$ cat config.mk
export PLATFORM = sky130hd
export DESIGN_NAME = inst_enc_flat
export DESIGN_NICKNAME = d
export VERILOG_FILES = /design/src/rtl/inst_enc_if.sv /design/src/rtl/inst_enc.sv /design/src/flat_wrapper.sv
export SDC_FILE = /design/constraint.sdc
export NUM_CORES = 1
export LEC_CHECK = 0
export ABC_CLOCK_PERIOD_IN_PS = 1960
export CORE_MARGIN = 5
export CORE_UTILIZATION = 40
export DETAILED_ROUTE_END_ITERATION = 12
export GPL_ROUTABILITY_DRIVEN = 0
export PLACE_DENSITY = 0.87
export REMOVE_ABC_BUFFERS = 1
export SYNTH_ARGS = -nofsm -noshare
export SYNTH_HDL_FRONTEND = slang
export SYNTH_SLANG_ARGS = --single-unit
$ cat constraint.sdc
create_clock -name clk -period 1.96 [get_ports clk]
set_input_delay 0.392 -clock clk [delete_from_list [all_inputs] [get_ports clk]]
set_output_delay 0.392 -clock clk [all_outputs]
set_load 0.02 [all_outputs]
$ cat src/rtl/inst_enc_if.sv
// Request/word stream bundle for inst_enc: field-level requests in, 32-bit words out.
interface inst_enc_if;
  logic        in_valid;
  logic        in_ready;
  logic [6:0]  in_op;
  logic [2:0]  in_funct3;
  logic [6:0]  in_funct7;
  logic [4:0]  in_rd;
  logic [4:0]  in_rs1;
  logic [4:0]  in_rs2;
  logic [63:0] in_imm;
  logic        in_li;
  logic        out_valid;
  logic        out_ready;
  logic [31:0] out_inst;
  logic        out_last;
  logic        out_err;

  modport master (
    output in_valid, in_op, in_funct3, in_funct7, in_rd, in_rs1, in_rs2, in_imm, in_li,
    output out_ready,
    input  in_ready, out_valid, out_inst, out_last, out_err
  );

  modport slave (
    input  in_valid, in_op, in_funct3, in_funct7, in_rd, in_rs1, in_rs2, in_imm, in_li,
    input  out_ready,
    output in_ready, out_valid, out_inst, out_last, out_err
  );
endinterface

$ cat src/rtl/inst_enc.sv
// RV64 instruction encoder: packs field-level requests into 32-bit words on a valid/ready stream.
// Define INST_ENC_LI_EN to expand `li` into a LUI/ADDIW pair; otherwise `li` is ADDI-only.
module inst_enc (
  input  logic        clk,
  input  logic        rst_n,
  inst_enc_if.slave   bus
);

  localparam logic [6:0] OP_LOAD     = 7'h03;
  localparam logic [6:0] OP_MISC     = 7'h0F;
  localparam logic [6:0] OP_IMM      = 7'h13;
  localparam logic [6:0] OP_AUIPC    = 7'h17;
  localparam logic [6:0] OP_IMM_W    = 7'h1B;
  localparam logic [6:0] OP_STORE    = 7'h23;
  localparam logic [6:0] OP_AMO      = 7'h2F;
  localparam logic [6:0] OP_REG      = 7'h33;
  localparam logic [6:0] OP_LUI      = 7'h37;
  localparam logic [6:0] OP_REG_W    = 7'h3B;
  localparam logic [6:0] OP_BRANCH   = 7'h63;
  localparam logic [6:0] OP_JALR     = 7'h67;
  localparam logic [6:0] OP_JAL      = 7'h6F;
  localparam logic [6:0] OP_SYSTEM   = 7'h73;

`ifdef INST_ENC_LI_EN
  typedef enum logic [1:0] {IDLE = 2'd0, ONE = 2'd1, FIRST = 2'd2} state_e;
`else
  typedef enum logic [1:0] {IDLE = 2'd0, ONE = 2'd1} state_e;
`endif

  typedef struct packed {
    logic        err;
    logic [31:0] inst;
  } enc_t;

  // True when v is sign-representable in n bits (bits [63:n-1] all equal).
  function automatic logic fits(input logic [63:0] v, input int n);
    logic [63:0] s;
    s = $signed(v) >>> (n - 1);
    return (s == '0) || (s == '1);
  endfunction

  function automatic enc_t encode(
    input logic [6:0]  op,
    input logic [2:0]  f3,
    input logic [6:0]  f7,
    input logic [4:0]  rd,
    input logic [4:0]  rs1,
    input logic [4:0]  rs2,
    input logic [63:0] imm
  );
    enc_t r;
    r.err  = 1'b0;
    r.inst = '0;
    case (op)
      OP_REG, OP_REG_W, OP_AMO: r.inst = {f7, rs2, rs1, f3, rd, op};
      OP_LOAD, OP_IMM, OP_IMM_W, OP_JALR, OP_MISC, OP_SYSTEM: begin
        r.err = !fits(imm, 12);
        // SLLI/SRLI/SRAI carry a 6-bit shamt, the W forms a 5-bit one.
        if (op == OP_IMM && f3[1:0] == 2'b01)
          r.inst = {f7[6:1], imm[5:0], rs1, f3, rd, op};
        else if (op == OP_IMM_W && f3[1:0] == 2'b01)
          r.inst = {f7, imm[4:0], rs1, f3, rd, op};
        else
          r.inst = {imm[11:0], rs1, f3, rd, op};
      end
      OP_STORE: begin
        r.err  = !fits(imm, 12);
        r.inst = {imm[11:5], rs2, rs1, f3, imm[4:0], op};
      end
      OP_BRANCH: begin
        r.err  = !fits(imm, 13) || imm[0];
        r.inst = {imm[12], imm[10:5], rs2, rs1, f3, imm[4:1], imm[11], op};
      end
      OP_LUI, OP_AUIPC: begin
        r.err  = !fits(imm, 32) || (imm[11:0] != 12'd0);
        r.inst = {imm[31:12], rd, op};
      end
      OP_JAL: begin
        r.err  = !fits(imm, 21) || imm[0];
        r.inst = {imm[20], imm[10:1], imm[11], imm[19:12], rd, op};
      end
      default: r.err = 1'b1;
    endcase
    if (r.err) r.inst = '0;
    return r;
  endfunction

  state_e      state_q, state_d;
  logic [31:0] inst_q, inst_d;
  logic        last_q, last_d;
  logic        err_q, err_d;
  logic        accept;
  enc_t        enc;
  logic        li_fits12;
  logic [31:0] li_addi;
`ifdef INST_ENC_LI_EN
  logic [31:0] pend_q, pend_d;
  logic        li_fits32;
  logic [31:0] li_sum;
  logic [31:0] li_lui;
  logic [31:0] li_addiw;
`endif

  assign bus.in_ready  = (state_q == IDLE) || ((state_q == ONE) && bus.out_ready);
  assign accept        = bus.in_valid && bus.in_ready;
  assign bus.out_valid = (state_q != IDLE);
  assign bus.out_inst  = inst_q;
  assign bus.out_last  = last_q;
  assign bus.out_err   = err_q;

  assign enc = encode(bus.in_op, bus.in_funct3, bus.in_funct7, bus.in_rd,
                      bus.in_rs1, bus.in_rs2, bus.in_imm);

  assign li_fits12 = fits(bus.in_imm, 12);
  assign li_addi   = {bus.in_imm[11:0], 5'd0, 3'b000, bus.in_rd, OP_IMM};
`ifdef INST_ENC_LI_EN
  // Adding 0x800 rounds hi up whenever the sign-extended lo will be negative.
  assign li_fits32 = fits(bus.in_imm, 32);
  assign li_sum    = bus.in_imm[31:0] + 32'h0000_0800;
  assign li_lui    = {li_sum[31:12], bus.in_rd, OP_LUI};
  assign li_addiw  = {bus.in_imm[11:0], bus.in_rd, 3'b000, bus.in_rd, OP_IMM_W};
`endif

  always_comb begin
    state_d = state_q;
    inst_d  = inst_q;
    last_d  = last_q;
    err_d   = err_q;
`ifdef INST_ENC_LI_EN
    pend_d  = pend_q;
`endif
    case (state_q)
      IDLE: state_d = IDLE;
      ONE:  if (bus.out_ready) state_d = IDLE;
`ifdef INST_ENC_LI_EN
      FIRST: if (bus.out_ready) begin
        state_d = ONE;
        inst_d  = pend_q;
        last_d  = 1'b1;
        err_d   = 1'b0;
      end
`endif
      default: state_d = IDLE;
    endcase

    if (accept) begin
      state_d = ONE;
      last_d  = 1'b1;
      err_d   = 1'b0;
      if (bus.in_li) begin
        if (li_fits12) begin
          inst_d = li_addi;
`ifdef INST_ENC_LI_EN
        end else if (li_fits32 && bus.in_imm[11:0] == 12'd0) begin
          inst_d = li_lui;
        end else if (li_fits32) begin
          state_d = FIRST;
          inst_d  = li_lui;
          last_d  = 1'b0;
          pend_d  = li_addiw;
`endif
        end else begin
          inst_d = '0;
          err_d  = 1'b1;
        end
      end else begin
        inst_d = enc.inst;
        err_d  = enc.err;
      end
    end
  end

  always_ff @(posedge clk or negedge rst_n) begin
    if (!rst_n) begin
      state_q <= IDLE;
      inst_q  <= '0;
      last_q  <= 1'b0;
      err_q   <= 1'b0;
`ifdef INST_ENC_LI_EN
      pend_q  <= '0;
`endif
    end else begin
      state_q <= state_d;
      inst_q  <= inst_d;
      last_q  <= last_d;
      err_q   <= err_d;
`ifdef INST_ENC_LI_EN
      pend_q  <= pend_d;
`endif
    end
  end

endmodule

$ cat src/flat_wrapper.sv
// flat-port wrapper written by rule: the top's interface ports become plain ports
module inst_enc_flat 
  (clk, rst_n, bus_in_valid, bus_in_op, bus_in_funct3, bus_in_funct7, bus_in_rd, bus_in_rs1, bus_in_rs2, bus_in_imm, bus_in_li, bus_out_ready, bus_in_ready, bus_out_valid, bus_out_inst, bus_out_last, bus_out_err);
  inst_enc_if bus_i ();
  input  logic clk;
  input  logic rst_n;
  input wire logic [$bits(bus_i.in_valid)-1:0] bus_in_valid;
  input wire logic [$bits(bus_i.in_op)-1:0] bus_in_op;
  input wire logic [$bits(bus_i.in_funct3)-1:0] bus_in_funct3;
  input wire logic [$bits(bus_i.in_funct7)-1:0] bus_in_funct7;
  input wire logic [$bits(bus_i.in_rd)-1:0] bus_in_rd;
  input wire logic [$bits(bus_i.in_rs1)-1:0] bus_in_rs1;
  input wire logic [$bits(bus_i.in_rs2)-1:0] bus_in_rs2;
  input wire logic [$bits(bus_i.in_imm)-1:0] bus_in_imm;
  input wire logic [$bits(bus_i.in_li)-1:0] bus_in_li;
  input wire logic [$bits(bus_i.out_ready)-1:0] bus_out_ready;
  output wire logic [$bits(bus_i.in_ready)-1:0] bus_in_ready;
  output wire logic [$bits(bus_i.out_valid)-1:0] bus_out_valid;
  output wire logic [$bits(bus_i.out_inst)-1:0] bus_out_inst;
  output wire logic [$bits(bus_i.out_last)-1:0] bus_out_last;
  output wire logic [$bits(bus_i.out_err)-1:0] bus_out_err;
  assign bus_i.in_valid = bus_in_valid;
  assign bus_i.in_op = bus_in_op;
  assign bus_i.in_funct3 = bus_in_funct3;
  assign bus_i.in_funct7 = bus_in_funct7;
  assign bus_i.in_rd = bus_in_rd;
  assign bus_i.in_rs1 = bus_in_rs1;
  assign bus_i.in_rs2 = bus_in_rs2;
  assign bus_i.in_imm = bus_in_imm;
  assign bus_i.in_li = bus_in_li;
  assign bus_i.out_ready = bus_out_ready;
  assign bus_in_ready = bus_i.in_ready;
  assign bus_out_valid = bus_i.out_valid;
  assign bus_out_inst = bus_i.out_inst;
  assign bus_out_last = bus_i.out_last;
  assign bus_out_err = bus_i.out_err;
  inst_enc u_core (.clk(clk), .rst_n(rst_n), .bus(bus_i));
endmodule
* Yosys cells after proc, flatten, opt, wreduce, memory -nomap -nowiden
Index checks and enable logic that the tools add are counted.
Word-level totals: register bits after elaboration 36, logic and storage cells 64, output and inout port bits 36
Operators by class: reductions and logical operators 27, equal/unequal tests 21, mux-type cells 12
Operators with widths (number):
- 64-bit == test (second input constant) | 4
- 64-bit zero test | 4
- 32-bit case mux with 6 select lines | 1
- 32-bit 2-to-1 mux | 5
- 7-bit by 6-bit == test with 1-bit output (second input constant) | 5
- 7-bit == test (second input constant) | 4
- 7-bit by 5-bit == test with 1-bit output (second input constant) | 3
- 12-bit nonzero test | 1
- 1-bit logical OR | 8
- 7-bit by 2-bit == test with 1-bit output (second input constant) | 1
- 7-bit by 4-bit == test with 1-bit output (second input constant) | 1
- 7-bit OR reduction | 1
- 2-bit 2-to-1 mux | 3
- 6-bit OR reduction | 1
- 1-bit case mux with 5 select lines | 1
- 2-bit by 1-bit == test with 1-bit output (second input constant) | 2
- 1-bit logical AND | 4
- 1-bit zero test | 4
- 3-bit by 2-bit != test with 1-bit output (second input constant) | 1
- 3-bit OR reduction | 1
- 2-bit zero test | 1
- 1-bit 2-to-1 mux | 2
- 2-bit nonzero test | 1
- 2-bit OR reduction | 1

* Longest topological paths before layout
depth in word-level cells 7, depth in mapped cells 9, gate-level depth less buffers 7

* Worst setup path before layout
OpenSTA, ideal clock, no wires.
kind input-to-reg, start input port bus_in_imm[63], end register u_core.err_q (netlist: u_core.bus.out_err), setup time 0.121 ns, data required time 1.839 ns, setup slack -0.399 ns, stages 8, arrival 2.238 ns, path buffers 1, cell sequence nand4_1 or4_4 nor4_4 and3b_1 nor2_4 nand2_4 buf_6 a22o_1
On the way: longest elaborated chain between the ends 6
Ends and longest elaborated chain:
- from (decl) | line flat_wrapper.sv:14 | input wire logic [$bits(bus_i.in_imm)-1:0] bus_in_imm;
- 64-bit == test or 64-bit zero test (tied branches) | line inst_enc.sv:39 | return (s == '0) || (s == '1);
- 1-bit logical OR | line inst_enc.sv:39
- 1-bit zero test (on tied branches) | line inst_enc.sv:79, inst_enc.sv:71, inst_enc.sv:75
- 1-bit logical OR (on tied branches) | line inst_enc.sv:79, inst_enc.sv:71, inst_enc.sv:75
- 1-bit case mux with 5 select lines | line inst_enc.sv:54 | case (op)
- 1-bit 2-to-1 mux * | line inst_enc.sv:150 | if (bus.in_li) begin
- to (signal assigned) | line inst_enc.sv:186 | err_q <= err_d;
- to (decl) | line inst_enc.sv:91 | logic err_q, err_d;
Mark *: on every way between the ends. The rest lies on a longest branch, timed or not. A chain may end at the register's enable or synchronous reset.

* Worst setup path in the final report
start input port bus_in_imm[60], end register u_core.inst_q[31] (netlist: u_core.bus.out_inst[31])
On the way: longest elaborated chain between the ends 7
Ends and longest elaborated chain:
- 64-bit == test or 64-bit zero test (tied branches) | line inst_enc.sv:39
- 1-bit logical OR | line inst_enc.sv:39
- 1-bit zero test (on tied branches) | line inst_enc.sv:79, inst_enc.sv:71, inst_enc.sv:75
- 1-bit logical OR (on tied branches) | line inst_enc.sv:79, inst_enc.sv:71, inst_enc.sv:75
- 1-bit case mux with 5 select lines | line inst_enc.sv:54
- 32-bit 2-to-1 mux | line inst_enc.sv:84 | if (r.err) r.inst = '0;
- 32-bit 2-to-1 mux * | line inst_enc.sv:150
- to (signal assigned) | line inst_enc.sv:184 | inst_q <= inst_d;
- to (decl) | line inst_enc.sv:89 | logic [31:0] inst_q, inst_d;
Marks and branches as above.

==> reports/metrics.yaml <==
hpwl_um: 8890
rsz0062_at_grt: "true"
worst_hold_path_type: "in2async"
routed_wl_um: 15300
multiInputGateArea_sq_mm: 0.00208
antenna_cells: 0
drive_gt1_share_pct: 43.5
ios: 137
grt_usage_pct: 31.5
clock-root-buffer: "clkbuf_8"
setup.worst_path.start_class: "input pin"
synth-async-reset-ratio_pct: 100
relSlewSlack_pct: 44.8
die_y_um: 91.1
power_mw: 2.07
min_period_ns: 2.51
syn_area_sq_mm: 0.00263
area_growth_syn_to_layout_pct: 101
clk_pin_slew_ns: 0.08
synth_edf_count: 0
antenna_found_initial: 0
portBuffers: 136
fp-row-count: 29
drtPass1Iterations: 5
netlist_instances: 319
cts_sinks: 35
setup_ws_ns: -0.547
pre_cts_slack_ns: -1.13
htree_levels: 2
tightest_slew_ns: 0.828
avgSynthCellArea_sq_um: 8.25
ant_nets: 0
die_w_um: 91.1
yosysWarnings: 0
required_ns: 2.17
wl_per_cell_um: 24.4
fillers: 368
status: "finished, violations left"
arrival_ns: 2.72
grt_max_degree: 36
cap_violations: 0
slew_violations: 0
fin_skew_ns: 0.00442
overflow: 0
worstSkewPairLatency_ns: 0.30
grt_pass1_wl_um: 21100
ir_drop_mv: 0.477
seq_area_frac_synth_pct: 33.3
worstSetupPathType: "in2reg"
nNetsFinal: 648
p_per_area_mw_per_mm2: 391
setup_viol: 33
fin_crit_sh_pct: 128
drc: 0
ys_types: 57
grt_pass1_vias: 4245
synth_ff_type: "dfrtp_1"
hold_viol: 0
r2r_slack_ns: 0.20
ys_ff_latch: 35
max_freq_mhz: 399
cts_tree: "done"
cts_buffers: 5
num_vias: 4182
p_leak_nw: 2.21
core_sq_mm: 0.00639
cts_buffer_depth: 2
violations: "negative setup slack"
worst-path-max-fanout: 8
register_area_sq_um: 876
via_per_inst: 6.70
drt_iter0_drc: 417
dieArea_sq_mm: 0.00830
initial_utilization_pct: 41.2
cp-end-kind: "register"
timing repair:
| action | 4_1_cts | 5_1_grt |
|---|---|---|
| gates cloned | 3 | 1 |
| pin swaps | 56 | 31 |
| setup buffers | 17 | 5 |
| resized for setup | 290 | 72 |
| endpoints found under the setup margin | 34 | 33 |
| hold buffers | 0 | 0 |
cells in the final DEF (no fill, tap or decap), drive strengths merged, types with 2 or more instances in the layout:
master	netlist	layout
inv	15	15
or3	2	2
nor3	5	5
clkbuf	11	21
nor2	21	21
clkdlybuf4s15	0	10
dlygate4sd2	0	5
o21ai	19	19
o31ai	14	14
nor4	18	18
nand3	11	11
nand2	38	40
or2	3	3
clkdlybuf4s50	0	65
a211o	4	4
and2	5	5
dfrtp	35	35
buf	10	145
mux2i	3	3
a32oi	14	14
nand4	17	17
a31oi	3	3
nand2b	5	5
a21oi	12	12
o211ai	5	5
or4	6	6
nand3b	2	2
a22o	7	7
a22oi	13	13
critical path: stages:
cell     delay [ns]
buf_4          0.10
nand4_1        0.15
or4_4          0.61
nor4_4         0.36
buf_4          0.19
o31ai_4        0.07
o21ai_4        0.21
buf_12         0.19
buf_12         0.12
nand2_8        0.09
o31ai_4        0.21
cells in the mapped netlist (all sizes together) (6+ instances only):
| cell type | n | area share [%] |
|---|---|---|
| nand2 | 38 | 5.7 |
| dfrtp | 35 | 33 |
| nor2 | 21 | 3.3 |
| o21ai | 19 | 4.0 |
| nor4 | 18 | 4.9 |
| nand4 | 17 | 4.0 |
| inv | 15 | 2.1 |
| a32oi | 14 | 4.7 |
| o31ai | 14 | 4.9 |
| a22oi | 13 | 3.7 |
| a21oi | 12 | 2.3 |
| clkbuf | 11 | 1.6 |
| nand3 | 11 | 2.1 |
| buf | 10 | 2.2 |
| a22o | 7 | 2.3 |
| or4 | 6 | 1.9 |
per-layer routing:
metal | global-route usage, % | part of all wire, % | vias up
li1 | - | - | 1692
met4 | 18.9 | 7.5 | 0
met2 | 53.6 | 47 | 403
met3 | 10.2 | 11 | 129
met1 | 33.7 | 35 | 1958
met5 | 0 | 0 | -
worst paths after layout:
check,from,end,cells past startpoint
worst max register to register,u_core.state_q[0]$_DFFE_PN0P_,u_core.bus.out_inst[31]$_DFFE_PN0P_,6
worst max-delay path,bus_in_imm[60],u_core.bus.out_inst[31]$_DFFE_PN0P_,11
worst min register to register,u_core.bus.out_last$_DFFE_PN0P_,u_core.bus.out_last$_DFFE_PN0P_,1
min in group clk,bus_in_imm[10],u_core.bus.out_inst[30]$_DFFE_PN0P_,3
worst min-delay path,rst_n,u_core.bus.out_inst[17]$_DFFE_PN0P_,1
max in group asynchronous,rst_n,u_core.bus.out_inst[4]$_DFFE_PN0P_,1
final cells by class:
class                      instances  area share, %
clock buffer                       6           1.56
timing repair buffer             240           39.5
sequential                        35           16.6
inverter                          15           1.06
tap                               77           1.82
multi-input combinational        250           39.4
clock inverter                     1         0.0946
cells by family (layout without fill, tap and decap cells):
logic type,after synthesis,in the layout,share of synthesized area [%]
XOR/XNOR,2,2,0.666
flip-flops,35,35,33.3
AND/OR/NAND/NOR,138,140,28.8
buffers and inverters,36,262,5.94
AO/OA/AOI/OAI,105,105,30.1
multiplexers,3,3,1.14
state kept, by name, indices dropped and copies added, names as in the netlist:
register	flops
u_core.state_q	1
u_core.bus.out_last	1
u_core.bus.out_inst	32
u_core.bus.out_err	1
stage by stage:
step	instances	hold WS, ns	utilization, %	setup TNS [ns]	instance area [sq um]
5_1_grt	624	0.253	82.8	-16.61	5290
3_5_place_dp	591	0.464	71.8	-33.24	4580
2_1_floorplan	298	0.0964	-	-16.15	2530
3_3_place_gp	591	0.448	71.8	-30.80	4580
6_report	624	0.177	82.8	-15.37	5290
4_1_cts	618	0.210	79.3	-7.37	5070
power breakdown:
group	switching [mW]	leakage, nW	internal [mW]
clock	0.300	0.0470	0.276
combinational	0.377	1.70	0.357
sequential	0.0144	0.467	0.743
(Power assumes the default switching activity.)
